$ cat src/rtl/seq_decoder_pkg.sv
// ----------------------------------------------------------------------------
// seq_decoder_pkg : shared types and sizing helpers for the sequencing decoder
// Rev 1.0
// ----------------------------------------------------------------------------
`default_nettype none

package seq_decoder_pkg;

   typedef enum logic [0:0] {
      IDLE = 1'b0,
      SCAN = 1'b1
   } state_t;

   localparam int SEL_W_DEFAULT   = 5;
   localparam int DWELL_W_DEFAULT = 4;

   function automatic int out_width(input int sel_w);
      return 1 << sel_w;
   endfunction

   localparam int OUT_W_DEFAULT = out_width(SEL_W_DEFAULT);

endpackage

`default_nettype wire

$ cat src/rtl/seq_decoder_if.sv
// ----------------------------------------------------------------------------
// seq_decoder_if : control, select handshake and decoded-output bundle
// Rev 1.0
// ----------------------------------------------------------------------------
`default_nettype none

interface seq_decoder_if
   import seq_decoder_pkg::*;
#(
   parameter int SEL_W   = SEL_W_DEFAULT,
   parameter int DWELL_W = DWELL_W_DEFAULT
);
   localparam int OUT_W = out_width(SEL_W);

   logic               en;
   logic               mode;
   logic               sel_valid;
   logic               sel_ready;
   logic [SEL_W-1:0]   sel;
   logic [DWELL_W-1:0] dwell;
   logic               start;
   logic               stop;
   logic [OUT_W-1:0]   dec_out;
   logic [SEL_W-1:0]   cur_idx;
   logic               busy;
   logic               wrap;

   modport master (
      output en, mode, sel_valid, sel, dwell, start, stop,
      input  sel_ready, dec_out, cur_idx, busy, wrap
   );

   modport slave (
      input  en, mode, sel_valid, sel, dwell, start, stop,
      output sel_ready, dec_out, cur_idx, busy, wrap
   );

endinterface

`default_nettype wire

$ cat src/rtl/seq_decoder_onehot_dec.sv
// ----------------------------------------------------------------------------
// onehot_dec : combinational SEL_W-to-2^SEL_W one-hot decoder
// Rev 1.0
// ----------------------------------------------------------------------------
`default_nettype none

module onehot_dec #(
   parameter int SEL_W = 5
) (
   input  logic [SEL_W-1:0]        code,
   output logic [(1<<SEL_W)-1:0]   onehot
);

   for (genvar i = 0; i < (1 << SEL_W); i++) begin : g_bit
      assign onehot[i] = (code == SEL_W'(i));
   end

endmodule

`default_nettype wire

$ cat src/rtl/seq_decoder.sv
// ----------------------------------------------------------------------------
// seq_decoder : registered one-hot decoder with direct load and self-sweeping
// scan; define SEQ_DECODER_ONESHOT_EN for a single sweep per start.
// Rev 1.0
// ----------------------------------------------------------------------------
`default_nettype none

module seq_decoder
   import seq_decoder_pkg::*;
#(
   parameter int SEL_W   = SEL_W_DEFAULT,
   parameter int DWELL_W = DWELL_W_DEFAULT
) (
   input  logic         clk,
   input  logic         rst,
   seq_decoder_if.slave bus
);

   localparam int OUT_W = out_width(SEL_W);

   state_t             state, state_nx;
   logic [OUT_W-1:0]   dec_reg, dec_nx;
   logic [SEL_W-1:0]   idx, idx_nx;
   logic [DWELL_W-1:0] cnt, cnt_nx;
   logic [DWELL_W-1:0] dwell_lat, dwell_lat_nx;
   logic               wrap_r, wrap_nx;
   logic               rdy_r;
   logic               sel_ok;
   logic [SEL_W-1:0]   dec_code;
   logic [OUT_W-1:0]   dec_code_oh;

   assign sel_ok = rdy_r && (state == IDLE) && !bus.mode;

   // The single decoder sees the code that the next dec_reg value could take.
   always_comb begin
      dec_code = idx + SEL_W'(1);
      if (state == IDLE) begin
         dec_code = bus.mode ? '0 : bus.sel;
      end
   end

   onehot_dec #(.SEL_W(SEL_W)) u_onehot_dec (
      .code   (dec_code),
      .onehot (dec_code_oh)
   );

   always_comb begin
      state_nx     = state;
      dec_nx       = dec_reg;
      idx_nx       = idx;
      cnt_nx       = cnt;
      dwell_lat_nx = dwell_lat;
      wrap_nx      = 1'b0;
      case (state)
         IDLE: begin
            if (!bus.mode) begin
               if (bus.sel_valid && sel_ok) begin
                  idx_nx = bus.sel;
                  dec_nx = dec_code_oh;
               end
            end else if (bus.start && !bus.stop) begin
               state_nx     = SCAN;
               idx_nx       = '0;
               dec_nx       = dec_code_oh;
               cnt_nx       = bus.dwell;
               dwell_lat_nx = bus.dwell;
            end
         end
         SCAN: begin
            if (bus.stop) begin
               state_nx = IDLE;
               dec_nx   = '0;
               idx_nx   = '0;
               cnt_nx   = '0;
            end else if (cnt == '0) begin
               idx_nx = dec_code;
               dec_nx = dec_code_oh;
               cnt_nx = dwell_lat;
               if (&idx) begin
                  wrap_nx = 1'b1;
`ifdef SEQ_DECODER_ONESHOT_EN
                  state_nx = IDLE;
                  dec_nx   = '0;
                  idx_nx   = '0;
                  cnt_nx   = '0;
`endif
               end
            end else begin
               cnt_nx = cnt - DWELL_W'(1);
            end
         end
         default: begin
            state_nx = IDLE;
            dec_nx   = '0;
            idx_nx   = '0;
            cnt_nx   = '0;
         end
      endcase
   end

   always_ff @(posedge clk or posedge rst) begin
      if (rst) begin
         state     <= IDLE;
         dec_reg   <= '0;
         idx       <= '0;
         cnt       <= '0;
         dwell_lat <= '0;
         wrap_r    <= 1'b0;
         rdy_r     <= 1'b0;
      end else begin
         state     <= state_nx;
         dec_reg   <= dec_nx;
         idx       <= idx_nx;
         cnt       <= cnt_nx;
         dwell_lat <= dwell_lat_nx;
         wrap_r    <= wrap_nx;
         rdy_r     <= 1'b1;
      end
   end

   assign bus.sel_ready = sel_ok;
   assign bus.dec_out   = bus.en ? dec_reg : '0;
   assign bus.cur_idx   = idx;
   assign bus.busy      = (state == SCAN);
   assign bus.wrap      = wrap_r;

endmodule

`default_nettype wire

$ cat src/flat_wrapper.sv
// flat-port wrapper written by rule: the top's interface ports become plain ports
module seq_decoder_flat import seq_decoder_pkg::*;
#(
   parameter int SEL_W   = SEL_W_DEFAULT,
   parameter int DWELL_W = DWELL_W_DEFAULT
)
  (clk, rst, bus_en, bus_mode, bus_sel_valid, bus_sel, bus_dwell, bus_start, bus_stop, bus_sel_ready, bus_dec_out, bus_cur_idx, bus_busy, bus_wrap);
  seq_decoder_if #(.SEL_W(SEL_W), .DWELL_W(DWELL_W)) bus_i ();
  input  logic clk;
  input  logic rst;
  input wire logic [$bits(bus_i.en)-1:0] bus_en;
  input wire logic [$bits(bus_i.mode)-1:0] bus_mode;
  input wire logic [$bits(bus_i.sel_valid)-1:0] bus_sel_valid;
  input wire logic [$bits(bus_i.sel)-1:0] bus_sel;
  input wire logic [$bits(bus_i.dwell)-1:0] bus_dwell;
  input wire logic [$bits(bus_i.start)-1:0] bus_start;
  input wire logic [$bits(bus_i.stop)-1:0] bus_stop;
  output wire logic [$bits(bus_i.sel_ready)-1:0] bus_sel_ready;
  output wire logic [$bits(bus_i.dec_out)-1:0] bus_dec_out;
  output wire logic [$bits(bus_i.cur_idx)-1:0] bus_cur_idx;
  output wire logic [$bits(bus_i.busy)-1:0] bus_busy;
  output wire logic [$bits(bus_i.wrap)-1:0] bus_wrap;
  assign bus_i.en = bus_en;
  assign bus_i.mode = bus_mode;
  assign bus_i.sel_valid = bus_sel_valid;
  assign bus_i.sel = bus_sel;
  assign bus_i.dwell = bus_dwell;
  assign bus_i.start = bus_start;
  assign bus_i.stop = bus_stop;
  assign bus_sel_ready = bus_i.sel_ready;
  assign bus_dec_out = bus_i.dec_out;
  assign bus_cur_idx = bus_i.cur_idx;
  assign bus_busy = bus_i.busy;
  assign bus_wrap = bus_i.wrap;
  seq_decoder #(.SEL_W(SEL_W), .DWELL_W(DWELL_W)) u_core (.clk(clk), .rst(rst), .bus(bus_i));
endmodule
$ cat config.mk
export PLATFORM = sky130hd
export DESIGN_NAME = seq_decoder_flat
export DESIGN_NICKNAME = d
export VERILOG_FILES = /design/src/rtl/seq_decoder_pkg.sv /design/src/rtl/seq_decoder_if.sv /design/src/rtl/seq_decoder_onehot_dec.sv /design/src/rtl/seq_decoder.sv /design/src/flat_wrapper.sv
export SDC_FILE = /design/constraint.sdc
export NUM_CORES = 1
export LEC_CHECK = 0
export BUFFER_PORTS_ARGS = -buffer_cell sky130_fd_sc_hd__buf_2
export CORE_MARGIN = 2
export CORE_UTILIZATION = 54
export DETAILED_ROUTE_END_ITERATION = 8
export PLACE_DENSITY = 0.8
export SLEW_MARGIN = 20
export SYNTH_ARGS = -nofsm -noshare
export SYNTH_HDL_FRONTEND = slang
export SYNTH_SLANG_ARGS = --single-unit
$ cat constraint.sdc
create_clock -name clk -period 2.4 [get_ports clk]
set_input_delay 0.36 -clock clk [delete_from_list [all_inputs] [get_ports clk]]
set_output_delay 0.36 -clock clk [all_outputs]
set_load 0.01 [all_outputs]
Yosys cells after proc, flatten, opt, wreduce, memory -nomap -nowiden

Index checks and enable logic that the tools add are counted.

Output and inout port bits: 40
Input port bits: 16
Bits in registers: 48
Logic and storage cells: 86

$add $sub $neg: 2
Mux-type cells: 28
Bitwise gates (word level): 1
Reduce and logical (&&, ||, !) cells: 12
Equal/unequal tests: 36

Operators with widths:

| cell                  | count |
|---|---|
| $mux W32              | 6 |
| $eq A5 B5 Y1 const B  | 16 |
| $pmux W32 S2          | 1 |
| $eq A5 B4 Y1 const B  | 8 |
| $mux W5               | 7 |
| $eq A5 B3 Y1 const B  | 4 |
| $mux W4               | 4 |
| $eq A5 B2 Y1 const B  | 2 |
| $pmux W5 S2           | 1 |
| $ne A3 B3 Y1 const B  | 3 |
| $pmux W4 S2           | 1 |
| $mux W1               | 7 |
| $reduce_and A3 Y1     | 2 |
| $add A5 B1 Y5 const B | 1 |
| $eq A5 B1 Y1 const B  | 1 |
| $logic_not A5 Y1      | 1 |
| $reduce_and A5 Y1     | 1 |
| $logic_and A1 B1 Y1   | 4 |
| $logic_not A4 Y1      | 1 |
| $ne A2 B2 Y1 const B  | 2 |
| $sub A4 B1 Y4 const B | 1 |
| $logic_not A1 Y1      | 2 |
| $pmux W1 S2           | 1 |
| $reduce_and A2 Y1     | 1 |
| $not A1 Y1            | 1 |

Longest topological paths before layout

Depth after elaboration: 7
Gate-level depth with buffers: 7
Depth with buffers taken out: 7

Cells and area by module

A second synthesis with hierarchy kept.

Cells, all modules: 320
Area total of the unflattened synthesis: 2637.5 um2

Modules (own cells, without submodules):

| module      | times used | cells an instance | sequential area each (um2) | area an instance (um2) |
|---|---|---|---|---|
| seq_decoder | 1          | 273               | 1201.2                     | 2416.1 |
| onehot_dec  | 1          | 47                | 0.0                        | 221.5 |

Least setup slack after synthesis

No wires, ideal clock.

Path type: register to register
Start point: register u_core.idx[0] (netlist: u_core.bus.cur_idx[0])
End point: register u_core.dec_reg[17]
Arrival time: 1816 ps
Stages on the path, launching flop included: 8
Setup slack: 518 ps
Library setup time: 66 ps
Data required time: 2334 ps
Clock period less this slack: 1882 ps
Path buffers: 0
Cell sequence: dfrtp_1 > ha_1 > and3_1 > ha_1 > nand2_1 > o22ai_1 > and3b_1 > a22o_1

Cells in the longest elaborated chain, start to end: 6
Elaborated cells between the ends (all ways): 9
Those cells by class: 1 x add/sub; 1 x eq/ne; 7 x mux

RTL lines:

| element                            | line                                                    | RTL |
|---|---|---|
| start, declared                    | seq_decoder.sv:23                                       | `logic [SEL_W-1:0] idx, idx_nx;` |
| start signal, assigned             | seq_decoder.sv:113                                      | `idx <= idx_nx;` |
| $add A5 B1 Y5 (*)                  | seq_decoder.sv:36                                       | `dec_code = idx + SEL_W'(1);` |
| $mux W5 (*)                        | seq_decoder.sv:37                                       | `if (state == IDLE) begin` |
| $eq A5 B5 Y1 (*)                   | seq_decoder_onehot_dec.sv:15                            | `assign onehot[i] = (code == SEL_W'(i));` |
| $mux W32, on equally long branches | seq_decoder.sv:75, seq_decoder.sv:57, seq_decoder.sv:61 |  |
| $mux W32, on equally long branches | seq_decoder.sv:70, seq_decoder.sv:56                    |  |
| $pmux W32 S2 (*)                   | seq_decoder.sv:54                                       | `case (state)` |
| end signal, assigned               | seq_decoder.sv:112                                      | `dec_reg <= dec_nx;` |
| end, declared                      | seq_decoder.sv:22                                       | `logic [OUT_W-1:0] dec_reg, dec_nx;` |

Every way passes the cells marked *; elsewhere a longest branch is shown, timed or not. The select of a mux whose other input is x is not followed.
A chain may end at the register's enable or synchronous reset.

Worst setup path in the final report

Start point: register u_core.idx[0] (netlist: u_core.bus.cur_idx[0])
End point: register u_core.dec_reg[19]

Same word-level chain as after synthesis.

==> results.toml <==
[synthesis]
yosysUniqueCellTypes = 35
synth_sequential_area_ratio = 0.487
synth-main-ff-cell = "dfrtp_1"
post_synth_instance_area_mm2 = 0.00247
postSynthCellCount = 254
async_reset_ff_frac = 1.00
synth.net_count = 274
synth_enable_flop_cells = 0
count_of_state_elements_after_synthesis = 48
syn_avg_cell_area_um2 = 9.72
synth_warnings = 0

[clock_tree]
number_of_hold_repair_buffers_added_at_the_cts_stage = 0
tritoncts.num_buffers = 5
cts_max_level = 2
clock_tree_from_tritoncts = "done"
cts.sinks = 48
clkTransAtPathRegs_ns = 0.08
root_buffer = "clkbuf_8"
clock_tree.buffer_depth = 2
clock_insertion_delay_worst_skew_ns = 0.30
post-cts-setup-buffer-count = 0
post_cts_resize_count = 0

[worst_setup_path]
slowest_delay_ns = 0.46
critPathCaptureType = "flip-flop"
critPathTopFamily = "adder cells"
critPathBufInv = 0
timing_worst_setup_path_type = "reg -> reg"
crit_path_frequent_cell = "ha_1"
worst_path_required_time_ns = 2.64
worst_path_slowest_cell = "dfrtp_1"
worst_ep_arrival_time_ns = 2.37
timing.critical_path.from_type = "flip-flop"
timing.critical_path.cells = "ha_1 > and3_1 > ha_1 > nand2_1 > o22ai_1 > and3b_1 > a22o_1"
critPathMaxFanout = 9

[placed_design]
io_buffer_count = 55
detailedPlacementHpwl_um = 4120
gp_routability_congestion = 0.904
post-place-cells = 357

[sta]
report.final.slew_viol_count = 0
timing.clock.skew_ns = 0.00643
worst-slew-pin-transition_ns = 0.521
setup_tns_ns = 0
report.final.hold_viol_count = 0
final.period_utilization = 0.888
grt_setup_unrepaired = "false"
worst_case_headroom_to_the_max_slew_limit = 0.651
fmaxAchievable_mhz = 469
post_route_minimum_period_ns = 2.13
number_of_setup_violations_in_the_final_report = 0

[drt]
drt-wirelength-per-cell_um = 15.3
detailroute.via_count = 2024
drt_iter0_drc = 124
drt_pass1_iterations = 4
finalWirelength_um = 5570
vias_per_cell = 5.56
detail-route-antenna-nets = 0
drt_drc_violations_left = 0

[power_and_ir_drop]
irDropWorstVdd_uv = 476
power_density_mw_per_mm2 = 722
total_leakage_power_uw = 0.00151

[floorplan]
start_util = 0.563
ioPinCount = 56
dieHeight_um = 71.6
placement_rows = 24
die-area_mm2 = 0.00513
core_mm2 = 0.00438
x_dimension_of_the_die_um = 71.6

[grt]
wire_length_of_the_first_global_routing_pass_um = 9270
global_route.overflow_total = 0
antenna_found_initial = 0
grt_pass1_vias = 1901
grt_usage = 0.230
grt_max_degree = 33

[layout]
largest_register_ff_count = 32
layout.cells.most_common_list = "55 x buf_2, 48 x dfrtp_1, 35 x and2_1"
post_route_insts_no_fill = 364
antenna_cells = 0
area.growth.synth_to_final_pct = 19.2
fill_cells = 365
final_layout_size_suffix_gt1_frac = 0.260
final_common_cell = "buf_2"
num-nets-final = 332

[flow_run]
max_cap_violations = 0

[hold_path]
worstHoldPathType = "in -> async"

[status]
run_status = "completed"
[cell families after synthesis]
| group | share of synthesized area |
|---|---|
| multiplexers | 0.0441 |
| XOR/XNOR | 0.00355 |
| AO/OA/AOI/OAI | 0.176 |
| AND/OR/NAND/NOR | 0.236 |
| buffers and inverters | 0.0314 |
| other | 0.00152 |
| adder cells (fa/ha/maj) | 0.0203 |
| flip-flops | 0.487 |
[area by class of cell]
type,instances,area [um^2],share of cell area
Timing Repair Buffer,63,335,0.114
Clock inverter,2,60.1,0.0204
Sequential cell,48,1200,0.408
Inverter,6,22.5,0.00765
Tap cell,52,65.1,0.0221
Clock buffer,5,68.8,0.0234
Multi-Input combinational cell,188,1190,0.404
[cell usage after synthesis (2+ instances only)]
master	instances	share of area
dfrtp_1	48	0.49
and2_1	35	0.089
nand2_1	30	0.046
o21ai_0	30	0.061
a22o_1	13	0.046
a21oi_1	9	0.018
nor2_1	9	0.014
buf_2	8	0.016
mux2_2	7	0.032
nand3_1	7	0.014
inv_1	6	0.0091
and3b_1	5	0.018
nand2b_1	5	0.013
o22ai_1	5	0.013
clkbuf_1	4	0.0061
ha_1	4	0.020
and3_1	3	0.0076
mux2i_1	3	0.012
nand3b_1	3	0.0091
nor2b_1	2	0.0051
nor3_1	2	0.0041
o31ai_1	2	0.0061
or3_1	2	0.0051
[layer usage]
layer | track usage | vias to the layer above | wire length, um
met5 | 0 | - | 0
met4 | 0.0545 | 0 | 41
met3 | 0.0338 | 4 | 216
met2 | 0.362 | 47 | 2610
met1 | 0.342 | 976 | 2700
li1 | - | 997 | -
[stage by stage]
step	setup slack [ns]	instance area (um^2)	hold slack [ns]	utilization	power, uW
floorplan	0.518	2470	0.442	-	1300
finish	0.268	2940	0.000960	0.671	2120
global route	0.114	2940	0.0139	0.671	2230
global placement	0.362	2810	0.325	0.642	1440
CTS	0.281	2940	0.00630	0.671	2130
detailed placement	0.292	2810	0.330	0.642	1460
[power by group]
| group | internal [uW] | switching, uW | total, uW |
|---|---|---|---|
| clock network | 410 | 263 | 673 |
| registers | 885 | 74.4 | 959 |
| logic | 210 | 283 | 493 |
| total | 1500 | 620 | 2120 |
[path summary, 6_finish.rpt]
path,start,end,slack (ns),depth (start not counted)
setup / recovery,u_core.bus.cur_idx[0],u_core.dec_reg[19],0.27,7
hold / removal,rst,u_core.dec_reg[9],0.001,2
setup reg to reg,u_core.bus.cur_idx[0],u_core.dec_reg[19],0.27,7
hold reg to reg,u_core.dec_reg[9],u_core.dec_reg[9],0.48,2
max in group asynchronous,rst,u_core.dec_reg[27],1.84,3
min in group clk,bus_dwell[1],u_core.dwell_lat[1],0.31,2
Note: power is estimated with default switching activity, not from simulation.
